## config.mk

```make
export PLATFORM = sky130hd
export DESIGN_NAME = instr_fetch_queue_flat
export DESIGN_NICKNAME = d
export VERILOG_FILES = /design/src/rtl/instr_fetch_queue_if.sv /design/src/rtl/instr_fetch_queue.sv /design/src/flat_wrapper.sv
export SDC_FILE = /design/constraint.sdc
export NUM_CORES = 1
export LEC_CHECK = 0
export BUFFER_PORTS_ARGS = -buffer_cell sky130_fd_sc_hd__buf_2
export CAP_MARGIN = 20
export CORE_MARGIN = 5
export CORE_UTILIZATION = 35
export DETAILED_ROUTE_END_ITERATION = 7
export PLACE_DENSITY = 0.55
export SKIP_CTS_REPAIR_TIMING = 1
export SLEW_MARGIN = 20
export SYNTH_ARGS = -nofsm -noshare
export SYNTH_HDL_FRONTEND = slang
export SYNTH_SLANG_ARGS = --single-unit
```

## constraint.sdc

```tcl
create_clock -name clk -period 5.55 [get_ports clk]
set_input_delay 0.2775 -clock clk [delete_from_list [all_inputs] [get_ports clk]]
set_output_delay 0.2775 -clock clk [all_outputs]
set_load 0.02 [all_outputs]
```

## src/rtl/instr_fetch_queue_if.sv

```systemverilog
// Fetch-to-decode queue bundle.
//   flush               : discard every queued entry
//   push_valid/vaddr/instr/ex (x2), push_ready : fetch side, two slots per cycle
//   pop_valid/vaddr/instr/ex (x2), pop_ack     : decode side, first-word fall-through
//   count               : current number of valid entries
// slave  = the queue itself; master = the fetch/decode environment.
interface instr_fetch_queue_if #(
  parameter int unsigned DEPTH = 8
);
  localparam int unsigned CntW = $clog2(DEPTH) + 1;

  logic            flush;
  logic [1:0]      push_valid;
  logic [31:0]     push_vaddr0;
  logic [31:0]     push_vaddr1;
  logic [31:0]     push_instr0;
  logic [31:0]     push_instr1;
  logic            push_ex0;
  logic            push_ex1;
  logic            push_ready;
  logic [1:0]      pop_valid;
  logic [31:0]     pop_vaddr0;
  logic [31:0]     pop_vaddr1;
  logic [31:0]     pop_instr0;
  logic [31:0]     pop_instr1;
  logic            pop_ex0;
  logic            pop_ex1;
  logic [1:0]      pop_ack;
  logic [CntW-1:0] count;

  modport slave (
    input  flush, push_valid, push_vaddr0, push_vaddr1, push_instr0, push_instr1,
           push_ex0, push_ex1, pop_ack,
    output push_ready, pop_valid, pop_vaddr0, pop_vaddr1, pop_instr0, pop_instr1,
           pop_ex0, pop_ex1, count
  );

  modport master (
    output flush, push_valid, push_vaddr0, push_vaddr1, push_instr0, push_instr1,
           push_ex0, push_ex1, pop_ack,
    input  push_ready, pop_valid, pop_vaddr0, pop_vaddr1, pop_instr0, pop_instr1,
           pop_ex0, pop_ex1, count
  );
endinterface

```

## src/rtl/instr_fetch_queue.sv

```systemverilog
// Dual-issue instruction fetch queue: circular buffer of DEPTH {vaddr, instr, ex}
// entries, accepting up to two instructions per cycle from fetch and presenting the
// two oldest to decode combinationally (first-word fall-through).
// Ports:
//   clk : clock, all state on rising edge
//   rst : synchronous active-high reset, priority over flush/push/pop
//   q   : instr_fetch_queue_if.slave bundle (push, pop, flush, count)
module instr_fetch_queue #(
  parameter int unsigned DEPTH = 8
) (
  input logic               clk,
  input logic               rst,
  instr_fetch_queue_if.slave q
);
  localparam int unsigned PtrW = $clog2(DEPTH);
  localparam int unsigned CntW = PtrW + 1;
  localparam logic [CntW-1:0] ReadyMax = CntW'(DEPTH - 2);

  logic [31:0] vaddr_mem [DEPTH];
  logic [31:0] instr_mem [DEPTH];
  logic        ex_mem    [DEPTH];

  logic [PtrW-1:0] head_q, head_d, tail_q, tail_d;
  logic [CntW-1:0] count_q, count_d;
  logic [1:0]      num_push, num_pop;
  logic [PtrW-1:0] head_p1, tail_p1;
  logic            wr0_en, wr1_en;

  assign head_p1 = head_q + PtrW'(1);
  assign tail_p1 = tail_q + PtrW'(1);

  // Readiness looks only at registered count so fetch never depends on decode's ack.
  assign q.push_ready   = (count_q <= ReadyMax);
  assign q.pop_valid[0] = (count_q >= CntW'(1));
  assign q.pop_valid[1] = (count_q >= CntW'(2));
  assign q.count        = count_q;

  assign q.pop_vaddr0 = vaddr_mem[head_q];
  assign q.pop_instr0 = instr_mem[head_q];
  assign q.pop_ex0    = ex_mem[head_q];
  assign q.pop_vaddr1 = vaddr_mem[head_p1];
  assign q.pop_instr1 = instr_mem[head_p1];
  assign q.pop_ex1    = ex_mem[head_p1];

  always_comb begin
    num_push = 2'd0;
    if (q.push_ready) begin
      case (q.push_valid)
        2'b11:   num_push = 2'd2;
        2'b01:   num_push = 2'd1;
        default: num_push = 2'd0;  // 2'b10 is illegal and writes nothing
      endcase
    end

    num_pop = 2'd0;
    if (q.pop_ack == 2'b11 && q.pop_valid == 2'b11) begin
      num_pop = 2'd2;
    end else if (q.pop_ack[0] && q.pop_valid[0]) begin
      num_pop = 2'd1;
    end

    wr0_en  = !q.flush && (num_push != 2'd0);
    wr1_en  = !q.flush && (num_push == 2'd2);
    head_d  = head_q + PtrW'(num_pop);
    tail_d  = tail_q + PtrW'(num_push);
    count_d = count_q + CntW'(num_push) - CntW'(num_pop);

    if (q.flush) begin
      head_d  = '0;
      tail_d  = '0;
      count_d = '0;
    end
  end

  always_ff @(posedge clk) begin
    if (rst) begin
      head_q  <= '0;
      tail_q  <= '0;
      count_q <= '0;
    end else begin
      head_q  <= head_d;
      tail_q  <= tail_d;
      count_q <= count_d;
    end
  end

  // Storage is intentionally not reset; validity is tracked by count alone.
  always_ff @(posedge clk) begin
    if (!rst && wr0_en) begin
      vaddr_mem[tail_q] <= q.push_vaddr0;
      instr_mem[tail_q] <= q.push_instr0;
      ex_mem[tail_q]    <= q.push_ex0;
    end
    if (!rst && wr1_en) begin
      vaddr_mem[tail_p1] <= q.push_vaddr1;
      instr_mem[tail_p1] <= q.push_instr1;
      ex_mem[tail_p1]    <= q.push_ex1;
    end
  end
endmodule

```

## src/flat_wrapper.sv

```systemverilog
// flat-port wrapper written by rule: the top's interface ports become plain ports
module instr_fetch_queue_flat 
#(
  parameter int unsigned DEPTH = 8
)
  (clk, rst, q_flush, q_push_valid, q_push_vaddr0, q_push_vaddr1, q_push_instr0, q_push_instr1, q_push_ex0, q_push_ex1, q_pop_ack, q_push_ready, q_pop_valid, q_pop_vaddr0, q_pop_vaddr1, q_pop_instr0, q_pop_instr1, q_pop_ex0, q_pop_ex1, q_count);
  instr_fetch_queue_if #(.DEPTH(DEPTH)) q_i ();
  input logic clk;
  input logic rst;
  input wire logic [$bits(q_i.flush)-1:0] q_flush;
  input wire logic [$bits(q_i.push_valid)-1:0] q_push_valid;
  input wire logic [$bits(q_i.push_vaddr0)-1:0] q_push_vaddr0;
  input wire logic [$bits(q_i.push_vaddr1)-1:0] q_push_vaddr1;
  input wire logic [$bits(q_i.push_instr0)-1:0] q_push_instr0;
  input wire logic [$bits(q_i.push_instr1)-1:0] q_push_instr1;
  input wire logic [$bits(q_i.push_ex0)-1:0] q_push_ex0;
  input wire logic [$bits(q_i.push_ex1)-1:0] q_push_ex1;
  input wire logic [$bits(q_i.pop_ack)-1:0] q_pop_ack;
  output wire logic [$bits(q_i.push_ready)-1:0] q_push_ready;
  output wire logic [$bits(q_i.pop_valid)-1:0] q_pop_valid;
  output wire logic [$bits(q_i.pop_vaddr0)-1:0] q_pop_vaddr0;
  output wire logic [$bits(q_i.pop_vaddr1)-1:0] q_pop_vaddr1;
  output wire logic [$bits(q_i.pop_instr0)-1:0] q_pop_instr0;
  output wire logic [$bits(q_i.pop_instr1)-1:0] q_pop_instr1;
  output wire logic [$bits(q_i.pop_ex0)-1:0] q_pop_ex0;
  output wire logic [$bits(q_i.pop_ex1)-1:0] q_pop_ex1;
  output wire logic [$bits(q_i.count)-1:0] q_count;
  assign q_i.flush = q_flush;
  assign q_i.push_valid = q_push_valid;
  assign q_i.push_vaddr0 = q_push_vaddr0;
  assign q_i.push_vaddr1 = q_push_vaddr1;
  assign q_i.push_instr0 = q_push_instr0;
  assign q_i.push_instr1 = q_push_instr1;
  assign q_i.push_ex0 = q_push_ex0;
  assign q_i.push_ex1 = q_push_ex1;
  assign q_i.pop_ack = q_pop_ack;
  assign q_push_ready = q_i.push_ready;
  assign q_pop_valid = q_i.pop_valid;
  assign q_pop_vaddr0 = q_i.pop_vaddr0;
  assign q_pop_vaddr1 = q_i.pop_vaddr1;
  assign q_pop_instr0 = q_i.pop_instr0;
  assign q_pop_instr1 = q_i.pop_instr1;
  assign q_pop_ex0 = q_i.pop_ex0;
  assign q_pop_ex1 = q_i.pop_ex1;
  assign q_count = q_i.count;
  instr_fetch_queue #(.DEPTH(DEPTH)) u_core (.clk(clk), .rst(rst), .q(q_i));
endmodule
```

# Word level (Yosys, flattened, before mapping)

Memories as Yosys holds them, arrays and structs flattened. A register that Yosys moved wholly into a read port is not among the register bits.
Cells that the tools add are included.

$add $sub $neg: 6
Magnitude comparators: 3
Equality and inequality tests: 5
Muxes and demuxes: 11
Reductions and logical operators: 10

Operators with widths:

| kind                | count |
|---|---|
| $mux 3              | 3 |
| $eq 2x2->1 const B  | 4 |
| $add 3x1->3 const B | 2 |
| $add 3x2->3         | 2 |
| $logic_and 1x1->1   | 6 |
| $mux 1              | 5 |
| $add 4x2->4         | 1 |
| $ge 4x1->1 const B  | 1 |
| $ge 4x2->1 const B  | 1 |
| $le 4x3->1 const B  | 1 |
| $mux 2              | 2 |
| $pmux 2 s2          | 1 |
| $sub 4x2->4         | 1 |
| $eq 2x1->1 const B  | 1 |
| $logic_not 1->1     | 2 |
| $reduce_bool 2->1   | 1 |
| $reduce_or 2->1     | 1 |

Register bits after elaboration: 10
Memory bits (writable): 520
Input port bits: 137
Memories: 3

Memory list:

| memory           | depth | width | rd ports | clocked after memory_dff | write ports | line                    | source |
|---|---|---|---|---|---|---|---|
| u_core.instr_mem | 8     | 32    | 2        | 1                        | 2           | instr_fetch_queue.sv:20 | `logic [31:0] instr_mem [DEPTH];` |
| u_core.vaddr_mem | 8     | 32    | 2        | 1                        | 2           | instr_fetch_queue.sv:19 | `logic [31:0] vaddr_mem [DEPTH];` |
| u_core.ex_mem    | 8     | 1     | 2        | 1                        | 2           | instr_fetch_queue.sv:21 | `logic ex_mem [DEPTH];` |

# Longest topological paths before layout

Depth after elaboration: 8
Depth in mapped cells: 12
Gate-level depth less buffers: 12

# Worst setup path after synthesis

No wires, ideal clock.

Path type: register to register
Start: register u_core.tail_q[1]
End: memory u_core.ex_mem[5], enable pin
Library setup time: 0.509 ns
Data arrival time: 4.673 ns
Data required time: 5.041 ns
Path slack: 0.367 ns
Stages on the path, launching flop included: 5
Buffers on the path: 0
Clock period less this slack: 5.183 ns
Path through: dfxtp_1 ha_1 or4b_4 or3_1 a21oi_1

RTL lines:

| what                   | line                    | source |
|---|---|---|
| from (decl)            | instr_fetch_queue.sv:23 | `logic [PtrW-1:0] head_q, head_d, tail_q, tail_d;` |
| from (signal assigned) | instr_fetch_queue.sv:82 | `tail_q <= tail_d;` |
| to (decl)              | instr_fetch_queue.sv:21 |  |

# Final worst setup path

Start: register u_core.head_q[0]
End: output q_pop_vaddr1[5]

Cells in the longest elaborated chain, start to end: 2

Ends and longest elaborated chain:

| what                   | line                    | source |
|---|---|---|
| from (decl)            | instr_fetch_queue.sv:23 |  |
| from (signal assigned) | instr_fetch_queue.sv:77 | `head_q <= '0;` |
| from (signal assigned) | instr_fetch_queue.sv:81 | `head_q <= head_d;` |
| $add 3x1->3            | instr_fetch_queue.sv:29 | `assign head_p1 = head_q + PtrW'(1);` |
| $mem_v2 8x32           | -                       |  |
| to (decl)              | flat_wrapper.sv:22      | `output wire logic [$bits(q_i.pop_vaddr1)-1:0] q_pop_vaddr1;` |

No other way between the ends.

==> impl_results.md <==
- CTS tree: done
- Fin Clk Skew: 40.1 ps
- Worst min path class: in -> reg
- NumNets Final: 2064
- Top cells by area, synth: edfxtp_1, mux2_2, mux4_2, buf_2, mux2_1
- Tot Pwr: 11.0 mW
- Sequential cell area fraction in the yosys report: 52.0%
- Cell type with the highest aggregate area in the netlist: edfxtp_1
- Vias in the first global route: approximately 19000
- Wire per inst: 29.0 um
- Fin crit period: 4100 ps
- Distinct cells, synth: 36
- Routed vias/inst: 5.60
- Tot GR Track Use: 19.1%
- CORE AREA: 86500 um2
- Pre-CTS setup slack: 1880 ps
- Sum Neg Setup Slack: 0 ps
- Clk_lat worst skew: 630 ps
- Worst Setup Start Kind: flop
- DR vias: 17500
- RSZ-0062 raised after global routing: no
- Die Width: slightly above 300 um
- H-tree Lvls: 2
- Clock share of power: 35.4%
- Max transition margin: 31.3%
- Req. time, crit path: 5270 ps
- Final WL: between 90000 and 100000 um
- P_sw: slightly above 3 mW
- Syn nets: 1820
- Leakage: between 10 and 15 nW
- Initial core utilization: 35.2%
- Final worst slack: 1450 ps
- Least-Margin Pin Slew: 1030 ps
- Starting DRT DRC Count: 1200
- Critical path class: reg -> out
- TritonCTS Buffers: 61
- Area delta synth->final: 15.1%
- WP data arrival: 3830 ps
- Worst-path clk slew: 60 ps
- CTS Sinks: 530
- Yosys warnings: 0
- Synth top area share: between 50% and 60%
- VDD IR-drop max: 0.216 mV
- Number of remaining DRC errors: 0
- Average cell area after synthesis: between 15 and 20 um2
- Pre-Repair DR Iteration Count: 5
- Rows: 108
- Port-buffer cells: 273
- Die Y: 305 um
- Outcome: finished clean
- GRT overflow: 0
- Io pins: about 270
- Comb power frac: between 20% and 30%
- Gpl congestion: 0.751
- Endpoints failing hold: 0
- Largest net degree at the start of global routing: ~140
- Fill cell count: about 7900
- Power share of the sequential group: 41.0%
- Clock buffer depth: 3
- Flops & latches, synth: 530
- Final period utilization: 73.9%
- Placed wire-length estimate: 52100 um
- Fmax: 244 MHz
- Max FO, Critical Path: 61
- Worst setup EP type: output pin
- First-pass GRT wire length: 133000 um
- Layout cell share with drive strength beyond 1: 66.4%
- Sw frac: 27.6%
- PD cells: 314 nW/um2
- Initial antenna violation count: 17
- Count of final setup violators: 0
- Max-Cap Viols: 0
- Mapped Area: just over 30000 um2
- Cell Int Power: 7.96 mW
- DIE AREA: approximately 93000 um2
- Antenna violation net count after detailed routing: 0
- Root buffer cell: clkbuf_16
- Worst hold slack: around 38 ps
- Final Max Slew Viols: 0
- Mapped Cells: 1669
-- placed cells by master, fill, tap and decap left out, types with 13 or more instances in the layout --
| master | synthesis | layout |
|---|---|---|
| buf_4 | 5 | 29 |
| clkbuf_16 | 0 | 62 |
| mux2_2 | 628 | 628 |
| clkbuf_1 | 21 | 13 |
| buf_2 | 66 | 273 |
| edfxtp_1 | 520 | 520 |
| clkinv_1 | 0 | 20 |
| mux4_2 | 260 | 260 |
| mux2_1 | 22 | 22 |
-- through the flow --
stage / std cells / util, % / area, um2
detailed placement: 3004 / 38.2 / 33100
floorplan: 1669 / - / 30400
global route: 3124 / 40.5 / 35000
global placement: 3004 / 38.2 / 33100
finish: 3129 / 40.5 / 35000
CTS: 3118 / 40.4 / 35000
-- cells in the mapped netlist (all sizes together) --
library cell,instances
nand4b,2
o211a,1
a21oi,8
mux4,260
inv,11
or2,1
nor2,15
and3,6
edfxtp,520
nand4bb,1
dfxtp,10
and2,5
xor2,4
nand2,6
a21o,1
buf,112
or3,3
or4,1
fa,4
clkbuf,21
mux2,650
nor4b,1
nand3,2
xnor2,3
nand3b,4
nor3,2
ha,10
or4b,1
nand4,2
o21a,1
mux2i,1
-- final timing paths --
path | to | cells after the start | slack [ps] | startpoint
worst min register to register | u_core.tail_q[2] | 2 | 710 | u_core.tail_q[2]
worst max-delay path | q_pop_vaddr1[5] | 5 | 1450 | u_core.head_q[0]
worst min-delay path | u_core.instr_mem[0][20] | 2 | 40 | q_push_instr0[20]
worst max register to register | u_core.instr_mem[4][30] | 6 | 1890 | u_core.tail_q[0]
-- cells by family after synthesis --
kind of cell             Yosys count  share of synthesized area [%]
adder cells (fa/ha/maj)           14                          0.674
XOR/XNOR                           7                          0.202
multiplexers                     911                           43.3
AO/OA/AOI/OAI                     11                          0.214
flip-flops                       530                           52.0
buffers and inverters            144                           2.60
AND/OR/NAND/NOR                   52                          0.983
-- power groups by stage --
stage	logic, mW	clock network (mW)	registers, mW
after floorplan	1.84	0	4.59
after global placement	2.60	0	4.60
after detailed placement	2.63	0	4.60
after CTS	2.64	4.01	4.52
after global routing	2.80	4.16	4.52
final	2.59	3.90	4.52
-- worst max-delay path: stages (launching register included) --
cell and delay (ps):
dfxtp_4 370, buf_4 790, buf_4 900, mux4_2 610
mux2_2 300, buf_2 170
-- state kept, by name, indices dropped and copies added, names as in the netlist --
name,flops
u_core.ex_mem,8
u_core.head_q,3
u_core.instr_mem,256
u_core.q.count,4
u_core.tail_q,3
u_core.vaddr_mem,256
-- cell type report --
| class | count | area (um2) | share of cell area (%) |
|---|---|---|---|
| Antenna cell | 10 | 25.0 | 0.0714 |
| Clock buffer | 75 | 1600 | 4.57 |
| Clock inverter | 39 | 313 | 0.893 |
| Inverter | 11 | 41.3 | 0.118 |
| Multi-Input combinational cell | 995 | 13900 | 39.8 |
| Sequential cell | 530 | 15800 | 45.2 |
| Tap cell | 1155 | 1450 | 4.13 |
| Timing Repair Buffer | 314 | 1830 | 5.23 |
-- per-layer routing --
layer / routed length (um) / vias to the layer above / track usage, %
met5: 71 / - / 0
met2: 46900 / 462 / 33.6
met3: 4520 / 113 / 3.19
met4: 1680 / 12 / 3.90
met1: 37400 / 9406 / 25.0
li1: - / 7517 / -
(Power assumes the default switching activity.)
